$ cat src/rtl/processor_pkg.sv
// Shared types and helpers for the processor run monitor.
// Optional PC trace is enabled by defining PC_TRACE_EN.
package processor_pkg;

  typedef enum logic [2:0] {
    IDLE    = 3'd0,
    HOLD    = 3'd1,
    RUN     = 3'd2,
    HALTED  = 3'd3,
    TIMEOUT = 3'd4
  } state_t;

  localparam int DEF_PC_W     = 8;
  localparam int DEF_DATA_W   = 8;
  localparam int DEF_NUM_REGS = 16;

  // Index width for v entries, never below one bit.
  function automatic int clog2(input int v);
    int r;
    r = 0;
    for (int i = 0; i < 31; i++)
      if ((1 << i) < v) r = i + 1;
    return (r < 1) ? 1 : r;
  endfunction

endpackage

$ cat src/rtl/pc_trace_buffer.sv
// Circular buffer of recent PCs, read relative to the oldest entry.
// Instantiated only when PC_TRACE_EN is defined.
module pc_trace_buffer
  import processor_pkg::*;
#(
  parameter int PC_W  = DEF_PC_W,
  parameter int DEPTH = 8,
  localparam int AW   = clog2(DEPTH)
) (
  input  logic            clk,
  input  logic            reset,
  input  logic            clear,
  input  logic            wr_en,
  input  logic [PC_W-1:0] wr_pc,
  input  logic [AW-1:0]   rd_idx,
  output logic [PC_W-1:0] rd_data,
  output logic [AW:0]     count
);

  logic [PC_W-1:0] mem [DEPTH];
  logic [AW-1:0]   wptr;
  logic [AW-1:0]   oldest;
  logic [AW-1:0]   addr;

  assign oldest = (count == (AW+1)'(DEPTH)) ? wptr : '0;
  assign addr   = oldest + rd_idx;

  // PC storage, contents qualified by count
  always_ff @(posedge clk) begin
    if (wr_en) mem[wptr] <= wr_pc;
  end

  // write pointer and saturating fill count
  always_ff @(posedge clk or posedge reset) begin
    if (reset) begin
      wptr  <= '0;
      count <= '0;
    end else if (clear) begin
      wptr  <= '0;
      count <= '0;
    end else if (wr_en) begin
      wptr <= wptr + AW'(1);
      if (count != (AW+1)'(DEPTH))
        count <= count + (AW+1)'(1);
    end
  end

  // registered oldest-relative read
  always_ff @(posedge clk or posedge reset) begin
    if (reset)
      rd_data <= '0;
    else if ({1'b0, rd_idx} < count)
      rd_data <= mem[addr];
    else
      rd_data <= '0;
  end

endmodule

$ cat src/rtl/processor_run_monitor.sv
// Run control and halt/timeout detection around the tiny core.
// Define PC_TRACE_EN to build the PC trace buffer.
module processor_run_monitor
  import processor_pkg::*;
#(
  parameter int PC_W           = DEF_PC_W,
  parameter int DATA_W         = DEF_DATA_W,
  parameter int NUM_REGS       = DEF_NUM_REGS,
  parameter int RESET_CYCLES   = 2,
  parameter int HALT_STABLE    = 3,
  parameter int TIMEOUT_CYCLES = 1024,
  parameter int CNT_W          = 16,
  parameter int TRACE_DEPTH    = 8
) (
  input  logic                         clk,
  input  logic                         reset,
  input  logic                         start,
  input  logic                         abort,
  input  logic [PC_W-1:0]              pc,
  input  logic [NUM_REGS*DATA_W-1:0]   regs_flat,
  input  logic                         cb_in,
  output logic                         core_reset,
  output logic                         running,
  output logic                         done,
  output logic                         timed_out,
  output logic [PC_W-1:0]              halt_pc,
  output logic [CNT_W-1:0]             cycle_count,
  output logic                         snap_cb,
  input  logic [clog2(NUM_REGS)-1:0]   rd_idx,
  output logic [DATA_W-1:0]            rd_data,
  input  logic [clog2(TRACE_DEPTH)-1:0] trace_idx,
  output logic [PC_W-1:0]              trace_data,
  output logic [clog2(TRACE_DEPTH):0]  trace_count
);

  state_t                     state;
  state_t                     state_nxt;
  logic [PC_W-1:0]            pc_prev;
  logic                       first;
  logic [CNT_W-1:0]           hold_cnt;
  logic [CNT_W-1:0]           stable;
  logic [CNT_W-1:0]           stable_nxt;
  logic [NUM_REGS*DATA_W-1:0] snap_flat;
  logic                       start_go;
  logic                       enter_hold;
  logic                       capture;

  assign start_go   = start & ~abort;
  assign enter_hold = (state_nxt == HOLD) && (state != HOLD);

  assign core_reset = (state == IDLE) || (state == HOLD);
  assign running    = (state == RUN);
  assign done       = (state == HALTED) || (state == TIMEOUT);
  assign timed_out  = (state == TIMEOUT);

  // unchanged-PC run length including this cycle
  always_comb begin
    stable_nxt = '0;
    if (!first && pc == pc_prev)
      stable_nxt = stable + CNT_W'(1);
  end

  // next state; halt has priority over timeout
  always_comb begin
    state_nxt = state;
    capture   = 1'b0;
    unique case (state)
      IDLE:
        if (start_go) state_nxt = HOLD;
      HOLD:
        if (abort)
          state_nxt = IDLE;
        else if (hold_cnt == CNT_W'(RESET_CYCLES - 1))
          state_nxt = RUN;
      RUN:
        if (abort) begin
          state_nxt = IDLE;
        end else if (stable_nxt == CNT_W'(HALT_STABLE)) begin
          state_nxt = HALTED;
          capture   = 1'b1;
        end else if (cycle_count == CNT_W'(TIMEOUT_CYCLES - 1)) begin
          state_nxt = TIMEOUT;
          capture   = 1'b1;
        end
      HALTED, TIMEOUT:
        if (start_go) state_nxt = HOLD;
      default:
        state_nxt = IDLE;
    endcase
  end

  // state register
  always_ff @(posedge clk or posedge reset) begin
    if (reset) state <= IDLE;
    else       state <= state_nxt;
  end

  // hold, stable and cycle counters
  always_ff @(posedge clk or posedge reset) begin
    if (reset) begin
      pc_prev     <= '0;
      first       <= 1'b1;
      hold_cnt    <= '0;
      stable      <= '0;
      cycle_count <= '0;
    end else begin
      pc_prev <= pc;
      first   <= (state != RUN);
      if (enter_hold) begin
        hold_cnt    <= '0;
        stable      <= '0;
        cycle_count <= '0;
      end else if (state == HOLD) begin
        hold_cnt <= hold_cnt + CNT_W'(1);
      end else if (state == RUN) begin
        stable <= stable_nxt;
        if (state_nxt == RUN && cycle_count != '1)
          cycle_count <= cycle_count + CNT_W'(1);
      end
    end
  end

  // end-of-run snapshot, frozen until the next end
  always_ff @(posedge clk or posedge reset) begin
    if (reset) begin
      halt_pc   <= '0;
      snap_cb   <= 1'b0;
      snap_flat <= '0;
    end else if (capture) begin
      halt_pc   <= pc;
      snap_cb   <= cb_in;
      snap_flat <= regs_flat;
    end
  end

  // registered snapshot read port
  always_ff @(posedge clk or posedge reset) begin
    if (reset)
      rd_data <= '0;
    else if (int'(rd_idx) < NUM_REGS)
      rd_data <= snap_flat[int'(rd_idx)*DATA_W +: DATA_W];
    else
      rd_data <= '0;
  end

`ifdef PC_TRACE_EN
  logic trace_wr;
  assign trace_wr = (state == RUN) && (first || pc != pc_prev);

  pc_trace_buffer #(
    .PC_W  (PC_W),
    .DEPTH (TRACE_DEPTH)
  ) u_trace (
    .clk     (clk),
    .reset   (reset),
    .clear   (enter_hold),
    .wr_en   (trace_wr),
    .wr_pc   (pc),
    .rd_idx  (trace_idx),
    .rd_data (trace_data),
    .count   (trace_count)
  );
`else
  logic unused_trace;
  assign unused_trace = ^trace_idx;
  assign trace_data   = '0;
  assign trace_count  = '0;
`endif

endmodule
$ cat config.mk
export PLATFORM = sky130hd
export DESIGN_NAME = processor_run_monitor
export DESIGN_NICKNAME = d
export VERILOG_FILES = /design/src/rtl/processor_pkg.sv /design/src/rtl/pc_trace_buffer.sv /design/src/rtl/processor_run_monitor.sv
export SDC_FILE = /design/constraint.sdc
export NUM_CORES = 1
export LEC_CHECK = 0
export ABC_AREA = 0
export CORE_ASPECT_RATIO = 0.75
export CORE_UTILIZATION = 35
export DETAILED_ROUTE_END_ITERATION = 16
export HOLD_SLACK_MARGIN = 0.06
export PLACE_DENSITY = 0.63
export SLEW_MARGIN = 10
export SYNTH_ARGS = -nofsm -noshare
export SYNTH_HDL_FRONTEND = slang
export SYNTH_SLANG_ARGS = --single-unit
$ cat constraint.sdc
create_clock -name clk -period 19.9 [get_ports clk]
set_input_delay 3.98 -clock clk [delete_from_list [all_inputs] [get_ports clk]]
set_output_delay 3.98 -clock clk [all_outputs]
set_load 0.005 [all_outputs]
# --- Word level (Yosys, flattened, before mapping) ---
# Cells that the tools add are included.
classes:
  div: 0
  shift: 1
  eq_ne: 14
  n_lt_le_gt_ge: 0
  mul: 0
  muxes: 21
  addsub: 3
  reduce_logical: 13
  bitwise_logic: 2
ops:
  columns: ["op", "n"]
  rows:
  - ["$mux W16", 10]
  - ["$shiftx A128 B8 Y8", 1]
  - ["$add A16 B1 Y16 const B", 3]
  - ["$mux W3", 6]
  - ["$eq A16 B1 Y1 const B", 1]
  - ["$eq A16 B10 Y1 const B", 1]
  - ["$eq A16 B2 Y1 const B", 1]
  - ["$ne A16 B16 Y1 const B", 1]
  - ["$eq A3 B2 Y1 const B", 3]
  - ["$pmux W3 S3", 1]
  - ["$eq A8 B8 Y1", 1]
  - ["$eq A3 B1 Y1 const B", 2]
  - ["$reduce_bool A2 Y1", 3]
  - ["$mux W1", 4]
  - ["$eq A3 B3 Y1 const B", 1]
  - ["$logic_and A1 B1 Y1", 3]
  - ["$logic_not A3 Y1", 1]
  - ["$ne A3 B1 Y1 const B", 1]
  - ["$ne A3 B2 Y1 const B", 1]
  - ["$reduce_and A3 Y1", 1]
  - ["$reduce_or A3 Y1", 1]
  - ["$logic_or A1 B1 Y1", 2]
  - ["$ne A2 B2 Y1 const B", 1]
  - ["$reduce_and A2 Y1", 1]
  - ["3 further kinds", 3]
word_totals:
  regBits: 205
  rom_bits: 0
  input_bits: 148
  latch_bits: 0
  ram_bits: 0
  memories: 0

# --- Depth between registers and ports, before layout ---
depth:
  depth_word: 13
  ltp_mapped: 10
  ltp_nobuf: 9

# --- Worst setup path before layout ---
# Ideal clock, no wire load.
synth_path:
  kind: "input to register"
  start: "input pc[6]"
  end: "register cycle_count[4]"
  setup_ns: 0.095
  path_slack_ns: 13.974
  required_time_ns: 19.805
  arrival_ns: 5.831
  stages: 8
  cell_sequence: "xnor2_1 -> nand3_1 -> or4b_1 -> buf_2 -> nor4b_2 -> nand4_1 -> a311o_1 -> o31ai_1"
synth_between:
  elab_chain_len: 11
synth_rtl:
  columns: ["item", "line_no", "text"]
  rows:
  - ["start: declaration", "processor_run_monitor.sv:19", "input logic [PC_W-1:0] pc,"]
  - ["$eq A8 B8 Y1 (*)", "processor_run_monitor.sv:59", "if (!first && pc == pc_prev)"]
  - ["$logic_and A1 B1 Y1 (*)", "processor_run_monitor.sv:59", null]
  - ["$mux W16 (*)", "processor_run_monitor.sv:59", null]
  - ["$eq A16 B2 Y1 (*)", "processor_run_monitor.sv:78", "end else if (stable_nxt == CNT_W'(HALT_STABLE)) begin"]
  - ["$mux W3 (*)", "processor_run_monitor.sv:78", null]
  - ["$mux W3 (*)", "processor_run_monitor.sv:76", "if (abort) begin"]
  - ["$pmux W3 S3 (*)", "processor_run_monitor.sv:67", "unique case (state)"]
  - ["$eq A3 B1 Y1 or $eq A3 B2 Y1 (tied branches)", "processor_run_monitor.sv:49, processor_run_monitor.sv:117", null]
  - ["$logic_and A1 B1 Y1 (on tied branches)", "processor_run_monitor.sv:49, processor_run_monitor.sv:117", null]
  - ["$ne A2 B2 Y1 (no source line) or $reduce_bool A2 Y1 (tied branches)", null, null]
  - ["$reduce_and A3 Y1 (no source line)", null, null]
  - ["end signal: assignment", "processor_run_monitor.sv:118", "cycle_count <= cycle_count + CNT_W'(1);"]
  - ["end: declaration", "processor_run_monitor.sv:27", "output logic [CNT_W-1:0] cycle_count,"]
# Mark *: on every way between the ends. The rest lies on a longest branch, timed or not.
# A chain may end at the register's enable or synchronous reset.

# --- Final worst setup path ---
layout_path:
  start: "input pc[0]"
  end: "register snap_flat[77]"
layout_between:
  elab_chain_len: 7
layout_rtl:
  columns: ["item", "line_no", "text"]
  rows:
  - ["$eq A8 B8 Y1", "processor_run_monitor.sv:59", null]
  - ["$logic_and A1 B1 Y1", "processor_run_monitor.sv:59", null]
  - ["$mux W16", "processor_run_monitor.sv:59", null]
  - ["$eq A16 B2 Y1", "processor_run_monitor.sv:78", null]
  - ["$mux W1", "processor_run_monitor.sv:78", null]
  - ["$mux W1", "processor_run_monitor.sv:76", null]
  - ["$mux W1", "processor_run_monitor.sv:67", null]
  - ["end signal: assignment", "processor_run_monitor.sv:132", "snap_flat <= regs_flat;"]
  - ["end: declaration", "processor_run_monitor.sv:43", "logic [NUM_REGS*DATA_W-1:0] snap_flat;"]
# Every way passes these cells.

==> impl_metrics.env <==
export IMPL_status="complete, no violations"
export IMPL_synth_warnings=0
export IMPL_final_nets=1071
export IMPL_rows=53
export IMPL_dp_hpwl_mm=16.84
export IMPL_area_growth_pct=27.05
export IMPL_layout_min_cycle_time_ps=7237
export IMPL_p_total_uw=963.1
export IMPL_port_buffers=181
export IMPL_drtIter0Drc=372
export IMPL_synth_edff_count=0
export IMPL_pre_cts_slack_ps=12060
export IMPL_post_route_period_util_pct=36.36
export IMPL_clock_sinks=205
export IMPL_met3_length_mm=1.449
export IMPL_ys_seq_area_share_pct=50.23
export IMPL_n_fill_cell=2628
export IMPL_drc=0
export IMPL_utilization_pct=45.72
export IMPL_h_tree_depth=1
export IMPL_cp_arrival_ps=7630
export IMPL_cts_resized=0
export IMPL_placed_area_um2=12220
export IMPL_worstSetupEndpointType="flip-flop"
export IMPL_cap_violations=0
export IMPL_path_clk_slew_ps=60
export IMPL_startpoint_type="primary input"
export IMPL_ys_flop_type="dfrtp_1"
export IMPL_path_class="in -> reg"
export IMPL_max_stage_delay_ps=860
export IMPL_grt_pass1_wl_mm=38.29
export IMPL_cts_root_buf="clkbuf_16"
export IMPL_fin_ws_ps=12660
export IMPL_grt_pass1_vias=6482
export IMPL_cellLeakagePower_uw=0.006054
export IMPL_clk_latency_ps=510
export IMPL_crit_chain="clkdlybuf4s50_1 > xnor2_1 > nand4_1 > nor4b_2 > buf_4 > o31ai_1 > nand4b_1 > a21o_4 > buf_4 > mux2_1"
export IMPL_fin_area_um2=12980
export IMPL_crit_required_ps=20300
export IMPL_layout_drive_gt1_share_pct=23.64
export IMPL_grt_ovfl_total=0
export IMPL_worstMarginPinSlew_ps=1099
export IMPL_fin_skew_ps=10.20
export IMPL_rsz0062_at_grt="false"
export IMPL_synthArstFlopShare_pct=100.0
export IMPL_cts_buffers=23
export IMPL_powerDensity_nw_per_um2=74.21
export IMPL_avgSynthCellArea_um2=13.64
export IMPL_antenna_cells=0
export IMPL_antenna_found_initial=2
export IMPL_vias_per_cell=4.991
export IMPL_setup_viol=0
export IMPL_synth_distinct_cells=60
export IMPL_hp_class="reg -> reg"
export IMPL_finalHoldViolations=0
export IMPL_die_w_um=199.3
export IMPL_routed_wl_mm=24.67
export IMPL_ios=197
export IMPL_wl_per_cell_um=18.69
export IMPL_dr_pass1_iters=7
export IMPL_wl_met2_mm=10.50
export IMPL_start_util_pct=35.99
export IMPL_final_setup_tns_ps=0
export IMPL_synth_area_um2=10210
export IMPL_synthCells=749
export IMPL_drv_slew=0
export IMPL_gp_congestion=0.8309
export IMPL_grt_total_usage_pct=16.70
export IMPL_ant_nets=0
export IMPL_via_count=6588
export IMPL_slowest_stage="buf_4"
export IMPL_chipHeight_um=150.0
export IMPL_core_area_um2=28380
export IMPL_worst_path_max_fanout=56
export IMPL_tritoncts="done"
export IMPL_hold_buffers=0
export IMPL_vdd_drop_max_mv=0.04882
export IMPL_path_common_cell="buf_4"
export IMPL_top_layer="met5"
export IMPL_cts_setup_buffers=0
export IMPL_ys_ff_latch=205
export IMPL_cts_buffer_depth=3
export IMPL_wl_met1_mm=12.22
export IMPL_slew_headroom_pct=26.70
export IMPL_clock_fmax_ghz=0.1382
export IMPL_die_area_um2=29880
export IMPL_grt_max_degree=125
worst paths after layout:
| check | startpoint | end | slack [ps] | cells past startpoint |
|---|---|---|---|---|
| worst min-delay path | snap_flat[21] | snap_flat[21] | 490 | 1 |
| worst max register to register | stable[0] | snap_flat[77] | 16030 | 8 |
| worst min register to register | snap_flat[21] | snap_flat[21] | 490 | 1 |
| max in group asynchronous | reset | hold_cnt[2] | 14150 | 3 |
| worst max-delay path | pc[0] | snap_flat[77] | 12660 | 10 |
| min in group asynchronous | reset | cycle_count[15] | 4020 | 2 |
power breakdown:
| part | internal, µW | total, µW | switching [µW] |
|---|---|---|---|
| registers | 424 | 432 | 7.95 |
| logic | 48.6 | 106 | 57.6 |
| clock network | 255 | 425 | 170 |
| total | 728 | 963 | 235 |
synthesized netlist by cell type (2+ instances only):
cell type | count | area share [%]
buf_2 | 6 | 0.29
a21o_1 | 4 | 0.29
mux4_2 | 40 | 8.8
buf_6 | 16 | 1.8
or2_2 | 3 | 0.18
nand2b_1 | 4 | 0.24
and3_1 | 5 | 0.31
nor4b_2 | 2 | 0.29
mux2_1 | 15 | 1.7
o211ai_1 | 2 | 0.15
nor4b_1 | 2 | 0.17
and4_1 | 5 | 0.43
nor3b_1 | 2 | 0.15
nor2_1 | 37 | 1.4
ha_1 | 4 | 0.49
buf_1 | 6 | 0.22
nor4_1 | 4 | 0.24
xor2_1 | 5 | 0.43
nor3_2 | 2 | 0.20
dfrtp_1 | 204 | 50
a21oi_1 | 27 | 1.3
a41oi_1 | 2 | 0.17
xnor2_1 | 12 | 1.0
inv_1 | 9 | 0.33
o21ai_1 | 8 | 0.39
and2_1 | 2 | 0.12
mux2_2 | 7 | 0.77
mux2_4 | 115 | 17
nand3_1 | 26 | 1.3
nand4_1 | 16 | 0.98
or3_1 | 9 | 0.55
nand2_1 | 47 | 1.7
nor3_1 | 10 | 0.49
or4_1 | 5 | 0.37
nor2b_1 | 2 | 0.12
clkbuf_1 | 12 | 0.44
o31ai_1 | 8 | 0.59
mux2i_1 | 4 | 0.39
o21ai_0 | 26 | 1.3
buf_4 | 14 | 1.0
per-layer routing:
metal,up-vias,global-route usage [%]
met2,195,23.08
met4,2,3.962
met1,3285,26.16
met5,-,0
li1,3073,-
met3,33,3.516
area by class of cell:
| class | instances | area, µm² | share of cell area (%) |
|---|---|---|---|
| repair buffers | 188 | 1854 | 14.29 |
| well taps | 385 | 481.7 | 3.712 |
| clock buffers | 37 | 708.2 | 5.457 |
| inverters | 10 | 45.04 | 0.3471 |
| multi-input cells | 491 | 4712 | 36.31 |
| clock inverters | 4 | 45.04 | 0.3471 |
| flip-flops and latches | 205 | 5131 | 39.54 |
through the flow:
step | cells | hold WS [ps]
finish | 1320 | 488.6
global route | 1320 | 509.2
CTS | 1320 | 492.0
detailed placement | 1279 | 479.0
global placement | 1279 | 469.7
floorplan | 760 | 453.1
cell usage in the layout (no fill, tap or decap), drive strengths merged, types with 5 or more instances in the layout:
master,Yosys,routed
a21oi,27,27
and3,5,5
and4,5,5
buf,42,9
clkbuf,12,37
clkdlybuf4s50,0,179
conb,1,12
dfrtp,204,204
inv,10,10
mux2,137,137
mux4,40,40
nand2,47,47
nand3,26,26
nand4,18,18
nor2,37,37
nor3,12,12
nor4,5,5
o21ai,34,34
o31ai,8,8
or3,9,9
or4,5,5
xnor2,12,12
xor2,5,5
sequential cells by signal, indices dropped and copies added (netlist names):
name / count
snap_flat: 128
cycle_count: 16
hold_cnt: 16
stable: 16
halt_pc: 8
pc_prev: 8
rd_data: 8
state: 3
first: 1
snap_cb: 1
cell families (layout without fill, tap and decap cells):
logic type | after synthesis | count (layout) | share of synthesized area (%)
flip-flops | 205 | 205 | 50.23
XOR/XNOR | 17 | 17 | 1.458
AND/OR/NAND/NOR | 190 | 190 | 10.13
other | 1 | 12 | 0.03671
multiplexers | 181 | 181 | 28.54
AO/OA/AOI/OAI | 87 | 87 | 4.998
adder cells (fa/ha/maj) | 4 | 4 | 0.4900
buffers and inverters | 64 | 239 | 4.116
critical path: cells and delay by family:
kind,cells,cell delay (ps)
multiplexers,1,380
XOR/XNOR,1,250
AO/OA/AOI/OAI,2,730
AND/OR/NAND/NOR,3,620
buffers and inverters,3,1590
Power figures use the tool's default switching activity.
